File: src/rtl/brush_painter.sv
// Brush painter: on request, captures ball origin and brush colour, then walks the
// (SIZE+1)x(SIZE+1) footprint one pixel per clock into the frame-buffer write port.
//
// state | meaning
// IDLE  | waiting for paint_req; origin and colour latched on accept
// PAINT | issuing one footprint pixel per cycle in raster order, off-screen pixels clipped
// DONE  | single-cycle completion pulse, then back to IDLE
module brush_painter #(
    parameter int SIZE    = 16,
    parameter int W_RES   = 640,
    parameter int H_RES   = 480,
    parameter int COORD_W = 11
) (
    input  logic               VGA_CLK,
    input  logic               reset,
    input  logic               paint_req,
    input  logic [COORD_W-1:0] ball_x,
    input  logic [COORD_W-1:0] ball_y,
    input  logic [7:0]         brush_r,
    input  logic [7:0]         brush_g,
    input  logic [7:0]         brush_b,
    output logic               busy,
    output logic               wr_en,
    output logic [COORD_W-1:0] wr_x,
    output logic [COORD_W-1:0] wr_y,
    output logic [7:0]         wr_r,
    output logic [7:0]         wr_g,
    output logic [7:0]         wr_b,
    output logic               done
);

    typedef enum logic [1:0] {IDLE, PAINT, DONE} state_t;

    localparam logic [6:0]       LAST  = 7'(SIZE);
    localparam logic [COORD_W:0] X_LIM = (COORD_W+1)'(W_RES);
    localparam logic [COORD_W:0] Y_LIM = (COORD_W+1)'(H_RES);

    state_t             state, state_n;
    logic [COORD_W-1:0] ox, oy, ox_n, oy_n;
    logic [7:0]         cr, cg, cb, cr_n, cg_n, cb_n;
    logic [6:0]         dx, dy, dx_n, dy_n;
    logic               busy_n, wr_en_n, done_n;
    logic [COORD_W-1:0] wr_x_n, wr_y_n;
    logic [7:0]         wr_r_n, wr_g_n, wr_b_n;
    logic [COORD_W:0]   px, py;

    // One extra bit so an origin near the top of the coordinate range cannot wrap into view.
    assign px = {1'b0, ox} + {{(COORD_W-6){1'b0}}, dx};
    assign py = {1'b0, oy} + {{(COORD_W-6){1'b0}}, dy};

    always_ff @(posedge VGA_CLK) begin
        if (!reset) begin
            state <= IDLE;
            ox    <= '0;
            oy    <= '0;
            cr    <= '0;
            cg    <= '0;
            cb    <= '0;
            dx    <= '0;
            dy    <= '0;
            busy  <= 1'b0;
            wr_en <= 1'b0;
            done  <= 1'b0;
            wr_x  <= '0;
            wr_y  <= '0;
            wr_r  <= '0;
            wr_g  <= '0;
            wr_b  <= '0;
        end else begin
            state <= state_n;
            ox    <= ox_n;
            oy    <= oy_n;
            cr    <= cr_n;
            cg    <= cg_n;
            cb    <= cb_n;
            dx    <= dx_n;
            dy    <= dy_n;
            busy  <= busy_n;
            wr_en <= wr_en_n;
            done  <= done_n;
            wr_x  <= wr_x_n;
            wr_y  <= wr_y_n;
            wr_r  <= wr_r_n;
            wr_g  <= wr_g_n;
            wr_b  <= wr_b_n;
        end
    end

    always_comb begin
        state_n = state;
        ox_n    = ox;
        oy_n    = oy;
        cr_n    = cr;
        cg_n    = cg;
        cb_n    = cb;
        dx_n    = dx;
        dy_n    = dy;
        busy_n  = busy;
        wr_en_n = 1'b0;
        done_n  = 1'b0;
        wr_x_n  = wr_x;
        wr_y_n  = wr_y;
        wr_r_n  = wr_r;
        wr_g_n  = wr_g;
        wr_b_n  = wr_b;
        case (state)
            IDLE: begin
                busy_n = 1'b0;
                if (paint_req) begin
                    ox_n    = ball_x;
                    oy_n    = ball_y;
                    cr_n    = brush_r;
                    cg_n    = brush_g;
                    cb_n    = brush_b;
                    dx_n    = '0;
                    dy_n    = '0;
                    busy_n  = 1'b1;
                    state_n = PAINT;
                end
            end
            PAINT: begin
                wr_x_n  = px[COORD_W-1:0];
                wr_y_n  = py[COORD_W-1:0];
                wr_r_n  = cr;
                wr_g_n  = cg;
                wr_b_n  = cb;
                wr_en_n = (px < X_LIM) && (py < Y_LIM);
                if (dx == LAST) begin
                    dx_n = '0;
                    if (dy == LAST) begin
                        dy_n    = '0;
                        state_n = DONE;
                    end else begin
                        dy_n = dy + 7'd1;
                    end
                end else begin
                    dx_n = dx + 7'd1;
                end
            end
            DONE: begin
                done_n  = 1'b1;
                busy_n  = 1'b1;
                state_n = IDLE;
            end
            default: state_n = IDLE;
        endcase
    end

endmodule
File: config.mk
export PLATFORM = sky130hd
export DESIGN_NAME = brush_painter
export DESIGN_NICKNAME = d
export VERILOG_FILES = /design/src/rtl/brush_painter.sv
export SDC_FILE = /design/constraint.sdc
export NUM_CORES = 1
export LEC_CHECK = 0
export BUFFER_PORTS_ARGS = -buffer_cell sky130_fd_sc_hd__buf_2
export CORE_UTILIZATION = 25
export DETAILED_ROUTE_END_ITERATION = 8
export GPL_ROUTABILITY_DRIVEN = 0
export SLEW_MARGIN = 15
export SYNTH_ARGS = -nofsm -noshare
export SYNTH_HDL_FRONTEND = slang
export SYNTH_SLANG_ARGS = --single-unit
File: constraint.sdc
create_clock -name VGA_CLK -period 3.7 [get_ports VGA_CLK]
set_clock_uncertainty 0.1 [all_clocks]
set_input_delay 0.37 -clock VGA_CLK [delete_from_list [all_inputs] [get_ports VGA_CLK]]
set_output_delay 0.37 -clock VGA_CLK [all_outputs]
set_load 0.02 [all_outputs]
=== Yosys cells after proc, flatten, opt, wreduce, memory -nomap -nowiden ===
Cells that the tools add are included.
Widths: inputs -> output; s select.

* Register bits: 111
* Output and inout bits: 49
* Word-level logic and storage cells: 51

* $add $sub $neg: 4
* Order comparisons: 2
* Equal/unequal tests: 7
* Mux-type cells: 13
* Reductions and logical operators: 9

{| class="wikitable"
|+ Operators with widths
! kind !! count
|-
| $mux 7 || 4
|-
| $pmux 7 s2 || 2
|-
| $add 11x7->12 || 2
|-
| $add 7x1->7 const B || 2
|-
| $eq 7x5->1 const B || 2
|-
| $lt 12x10->1 const B || 1
|-
| $lt 12x9->1 const B || 1
|-
| $mux 2 || 3
|-
| $ne 2x2->1 const B || 3
|-
| $reduce_and 2->1 || 3
|-
| $reduce_and 3->1 || 2
|-
| $pmux 2 s2 || 1
|-
| $reduce_bool 2->1 || 2
|-
| $eq 2x1->1 const B || 1
|-
| $eq 2x2->1 const B || 1
|-
| $logic_not 2->1 || 1
|-
| $mux 1 || 2
|-
| $pmux 1 s2 || 1
|-
| $logic_and 1x1->1 || 1
|}

=== Logic depth before layout (Yosys ltp) ===
* Depth after elaboration: 4
* Gate-level depth with buffers: 9
* Depth with buffers taken out: 9

=== Worst setup path after synthesis ===
No wires, ideal clock.

* Path type: reg-to-reg
* Start point: reg dy[0]
* End point: reg wr_en
* Setup time: 60 ps
* Arrival time: 2273 ps
* Required time: 3540 ps
* Path slack: 1267 ps
* Stages on the path, launching flop included: 10
* Buffers on the path: 0
* Clock period less this slack: 2433 ps
* Cells stage by stage: dfxtp_1 ha_1 inv_1 fa_1 nand2b_1 a211o_1 a31oi_1 xor2_1 a2111oi_2 o2111a_1

* Word-level cells in the longest chain between the ends: 3

{| class="wikitable"
|+ RTL lines
! item !! line !! source
|-
| start: declaration || 41 || <nowiki>logic [6:0] dx, dy, dx_n, dy_n;</nowiki>
|-
| start signal: assignment || 77 || <nowiki>dy <= dy_n;</nowiki>
|-
| $add 11x7->12 || 49 || <nowiki>assign py = {1'b0, oy} + {{(COORD_W-6){1'b0}}, dy};</nowiki>
|-
| $lt 12x9->1 || 127 || <nowiki>wr_en_n = (px < X_LIM) && (py < Y_LIM);</nowiki>
|-
| $logic_and 1x1->1 || 127 ||
|-
| end signal: assignment || 79 || <nowiki>wr_en <= wr_en_n;</nowiki>
|-
| end: declaration || 23 || <nowiki>output logic wr_en,</nowiki>
|}

No other way between the ends.
A chain may end at the register's enable or synchronous reset.

=== Worst setup path in the final report ===
Ends and elaborated chain as after synthesis.

==> run_summary.xml <==
<?xml version="1.0" encoding="UTF-8"?>
<metrics>
  <group name="placed_design">
    <metric name="placedInstanceArea" unit="um2">5580</metric>
    <metric name="post-dp-hpwl" unit="mm">8.33</metric>
    <metric name="buffer_ports.inserted" unit="">97</metric>
    <metric name="dp_cells" unit="">936</metric>
  </group>
  <group name="route">
    <metric name="drt_first_pass_iters" unit="">4</metric>
    <metric name="detail_route.vias_per_cell" unit="">4.52</metric>
    <metric name="avgRoutedWirePerCell" unit="um">13.0</metric>
    <metric name="drt_first_iter_violations" unit="">174</metric>
    <metric name="route.detailed.drc" unit="">0</metric>
    <metric name="antenna_violating_nets_post_route" unit="">0</metric>
    <metric name="via_count" unit="">4300</metric>
    <metric name="drt_wl_total" unit="mm">12.3</metric>
  </group>
  <group name="yosys">
    <metric name="synth.net_count" unit="">674</metric>
    <metric name="synth-edff-count" unit="">0</metric>
    <metric name="syn_area" unit="um2">4840</metric>
    <metric name="ys_seq_area_share" unit="%">45.9</metric>
    <metric name="synth-main-ff-cell" unit="">sky130_fd_sc_hd__dfxtp_1</metric>
    <metric name="synth_xor_xnor_area_share" unit="%">2.71</metric>
    <metric name="muxShareOfSynthArea" unit="%">0</metric>
    <metric name="synth_top_family_by_area" unit="">simple AND/OR/NAND/NOR gates</metric>
    <metric name="ys_async_sr_fraction" unit="%">0</metric>
    <metric name="syn-mean-instance-area" unit="um2">8.00</metric>
    <metric name="synthAdderAreaFrac" unit="%">5.48</metric>
    <metric name="postSynthRegisterBits" unit="">111</metric>
    <metric name="synthSimpleGateAreaFrac" unit="%">23.5</metric>
    <metric name="gate_count_of_the_mapped_netlist" unit="">605</metric>
    <metric name="netlist-cell-type-count" unit="">53</metric>
    <metric name="ys.warnings.count" unit="">0</metric>
    <metric name="synth_compound_gate_area_share" unit="%">18.9</metric>
  </group>
  <group name="die">
    <metric name="placement_rows" unit="">50</metric>
    <metric name="fp.dieH" unit="um">141</metric>
    <metric name="core_region_area" unit="um2">18800</metric>
    <metric name="die-width" unit="um">141</metric>
    <metric name="ios" unit="">98</metric>
    <metric name="floorplan.die_area" unit="um2">19900</metric>
    <metric name="starting_density" unit="%">25.7</metric>
  </group>
  <group name="clocking">
    <metric name="cts_tree" unit="">built</metric>
    <metric name="tritoncts_buffer_count" unit="">9</metric>
    <metric name="clk_latency" unit="ns">0.35</metric>
    <metric name="cts_max_level" unit="">3</metric>
    <metric name="cts-hold-fix-buffers" unit="">0</metric>
    <metric name="post_cts_resize_count" unit="">0</metric>
    <metric name="clkSinkCount" unit="">111</metric>
    <metric name="cts-root-to-sink-buffers" unit="">2</metric>
    <metric name="path_clk_slew" unit="ns">0.07</metric>
    <metric name="root_buffer" unit="">sky130_fd_sc_hd__clkbuf_16</metric>
    <metric name="postCtsSetupRepairBufs" unit="">0</metric>
  </group>
  <group name="timing">
    <metric name="tns" unit="ns">0</metric>
    <metric name="timing_max_transition_violations_final" unit="">0</metric>
    <metric name="post-route-period-util" unit="%">74.0</metric>
    <metric name="rsz0062_at_grt" unit="">no</metric>
    <metric name="worstMarginPinSlew" unit="ns">0.718</metric>
    <metric name="timing.final.setup_violations" unit="">0</metric>
    <metric name="max_slew_margin" unit="%">52.1</metric>
    <metric name="worst_hold_slack" unit="ns">0.150</metric>
    <metric name="finalHoldViolCount" unit="">0</metric>
    <metric name="fmax" unit="GHz">0.365</metric>
    <metric name="min_period" unit="ns">2.74</metric>
  </group>
  <group name="power_and_ir_drop">
    <metric name="power.total" unit="mW">2.52</metric>
    <metric name="total_leakage_power" unit="nW">2.40</metric>
    <metric name="ir_drop" unit="uV">212</metric>
    <metric name="power.density_cell_area" unit="nW/um2">429</metric>
  </group>
  <group name="worst_setup_path">
    <metric name="timing_worst_setup_path_type" unit="">flip-flop to flip-flop</metric>
    <metric name="ff2ff_path_depth" unit="">9</metric>
    <metric name="required" unit="ns">3.90</metric>
    <metric name="worst_ep_arrival_time" unit="ns">2.94</metric>
    <metric name="critical_path.endpoint_type" unit="">flip-flop</metric>
    <metric name="critical_path.startpoint_type" unit="">flip-flop</metric>
    <metric name="critical_path_peak_fanout" unit="">7</metric>
  </group>
  <group name="grt">
    <metric name="grt_overflow_total" unit="">0</metric>
    <metric name="maximum_number_of_pins_on_one_net_before_global_route_repair" unit="">59</metric>
    <metric name="grt_usage" unit="%">13.1</metric>
    <metric name="first_global_vias" unit="">4029</metric>
    <metric name="grt_pass1_wl" unit="mm">20.3</metric>
    <metric name="antenna_found_initial" unit="">0</metric>
  </group>
  <group name="worst_hold_path">
    <metric name="worst_hold_path.num_cells" unit="">3</metric>
    <metric name="holdCritPathClass" unit="">input port to flip-flop</metric>
  </group>
  <group name="layout">
    <metric name="n_antenna_cell" unit="">0</metric>
    <metric name="final_non_filler_cell_area" unit="um2">5880</metric>
    <metric name="layout.cells.most_common_list" unit="">sky130_fd_sc_hd__nand2_1 (177), sky130_fd_sc_hd__dfxtp_1 (111), sky130_fd_sc_hd__a21oi_1 (104)</metric>
    <metric name="number_of_non_filler_instances_in_the_completed_layout" unit="">952</metric>
    <metric name="finish.net_count" unit="">756</metric>
    <metric name="areaGrowthSynthToFinish" unit="%">21.4</metric>
    <metric name="layout_commonest_cell" unit="">sky130_fd_sc_hd__nand2_1</metric>
    <metric name="share_of_final_layout_standard_cells_stronger_than_drive_strength_1" unit="%">19.4</metric>
  </group>
  <group name="outcome">
    <metric name="status" unit="">finished clean</metric>
  </group>
  <group name="job">
    <metric name="max_cap_viol_count" unit="">0</metric>
  </group>
</metrics>
## final cells by class
class,count,area [um2]
clock buffer,11,243
clock inverter,5,56.3
fill,2042,13000
inverter,10,38.8
multi-input combinational,452,2460
sequential,111,2220
tap,260,325
timing repair buffer,103,531
## routing by layer
layer	part of all wire, %	GRT usage (%)	up-vias
met1	49	16.8	1990
met5	0	0	-
met3	3.5	3.09	17
met2	45	21.0	71
met4	2.1	5.32	0
li1	-	-	2222
## where the power goes
group          total, mW  switching [mW]  internal, mW
logic              0.256           0.166        0.0896
clock network      0.988           0.444         0.544
registers           1.28          0.0330          1.24
total               2.52           0.643          1.88
## metrics by stage
step | util, % | setup slack (ns)
floorplan | - | 1.27
global placement | 29.6 | 1.02
detailed placement | 29.6 | 0.962
CTS | 31.2 | 0.946
global route | 31.2 | 0.776
finish | 31.2 | 0.962
## cells in the mapped netlist (3+ instances only)
master | count | share of area, %
sky130_fd_sc_hd__xor2_1 | 7 | 1.3
sky130_fd_sc_hd__nand3_1 | 7 | 0.72
sky130_fd_sc_hd__a211o_1 | 4 | 0.72
sky130_fd_sc_hd__a21o_1 | 3 | 0.47
sky130_fd_sc_hd__clkbuf_1 | 20 | 1.6
sky130_fd_sc_hd__nand2_1 | 178 | 14
sky130_fd_sc_hd__a211oi_1 | 6 | 0.93
sky130_fd_sc_hd__nand2b_1 | 5 | 0.65
sky130_fd_sc_hd__xnor2_1 | 8 | 1.4
sky130_fd_sc_hd__o211ai_1 | 3 | 0.47
sky130_fd_sc_hd__or3_1 | 6 | 0.78
sky130_fd_sc_hd__a311oi_1 | 4 | 0.72
sky130_fd_sc_hd__nor2_1 | 33 | 2.6
sky130_fd_sc_hd__nor3b_1 | 3 | 0.47
sky130_fd_sc_hd__nand4_1 | 4 | 0.52
sky130_fd_sc_hd__ha_1 | 18 | 4.7
sky130_fd_sc_hd__inv_1 | 9 | 0.70
sky130_fd_sc_hd__o21ai_0 | 13 | 1.3
sky130_fd_sc_hd__buf_2 | 4 | 0.41
sky130_fd_sc_hd__a21oi_1 | 104 | 11
sky130_fd_sc_hd__dfxtp_1 | 111 | 46
sky130_fd_sc_hd__buf_1 | 7 | 0.54
sky130_fd_sc_hd__nor3_1 | 7 | 0.72
sky130_fd_sc_hd__and3_1 | 4 | 0.52
## flip-flops by register name (all words and copies together) (netlist names)
| register | cells |
|---|---|
| state | 2 |
| wr_r | 8 |
| cb | 8 |
| dy | 7 |
| done | 1 |
| cg | 8 |
| busy | 1 |
| ox | 11 |
| wr_en | 1 |
| wr_g | 8 |
| wr_x | 11 |
| oy | 11 |
| dx | 7 |
| cr | 8 |
| wr_y | 11 |
| wr_b | 8 |
## critical path, cell delays in order, from the launching register on
cell	delay, ns
sky130_fd_sc_hd__dfxtp_1	0.44
sky130_fd_sc_hd__ha_1	0.23
sky130_fd_sc_hd__inv_1	0.06
sky130_fd_sc_hd__fa_1	0.37
sky130_fd_sc_hd__nand2b_1	0.20
sky130_fd_sc_hd__a211o_1	0.31
sky130_fd_sc_hd__a31oi_1	0.27
sky130_fd_sc_hd__xor2_1	0.14
sky130_fd_sc_hd__a2111oi_2	0.35
sky130_fd_sc_hd__o2111a_1	0.21
## path summary, 6_finish.rpt
path	start	end	slack, ns
max	dy[0]	wr_en	0.96
min	ball_y[8]	oy[8]	0.15
max reg2reg	dy[0]	wr_en	0.96
min reg2reg	wr_g[6]	wr_g[6]	0.35
## logic make-up after synthesis
kind of cell,count (synthesis)
buffers and inverters,42
and+or+nand+nor,262
DFF,111
AOI/OAI and AO/OA,155
xor gates and xnor gates,15
adders and majority gates,20
Note: power is estimated with default switching activity, not from simulation.
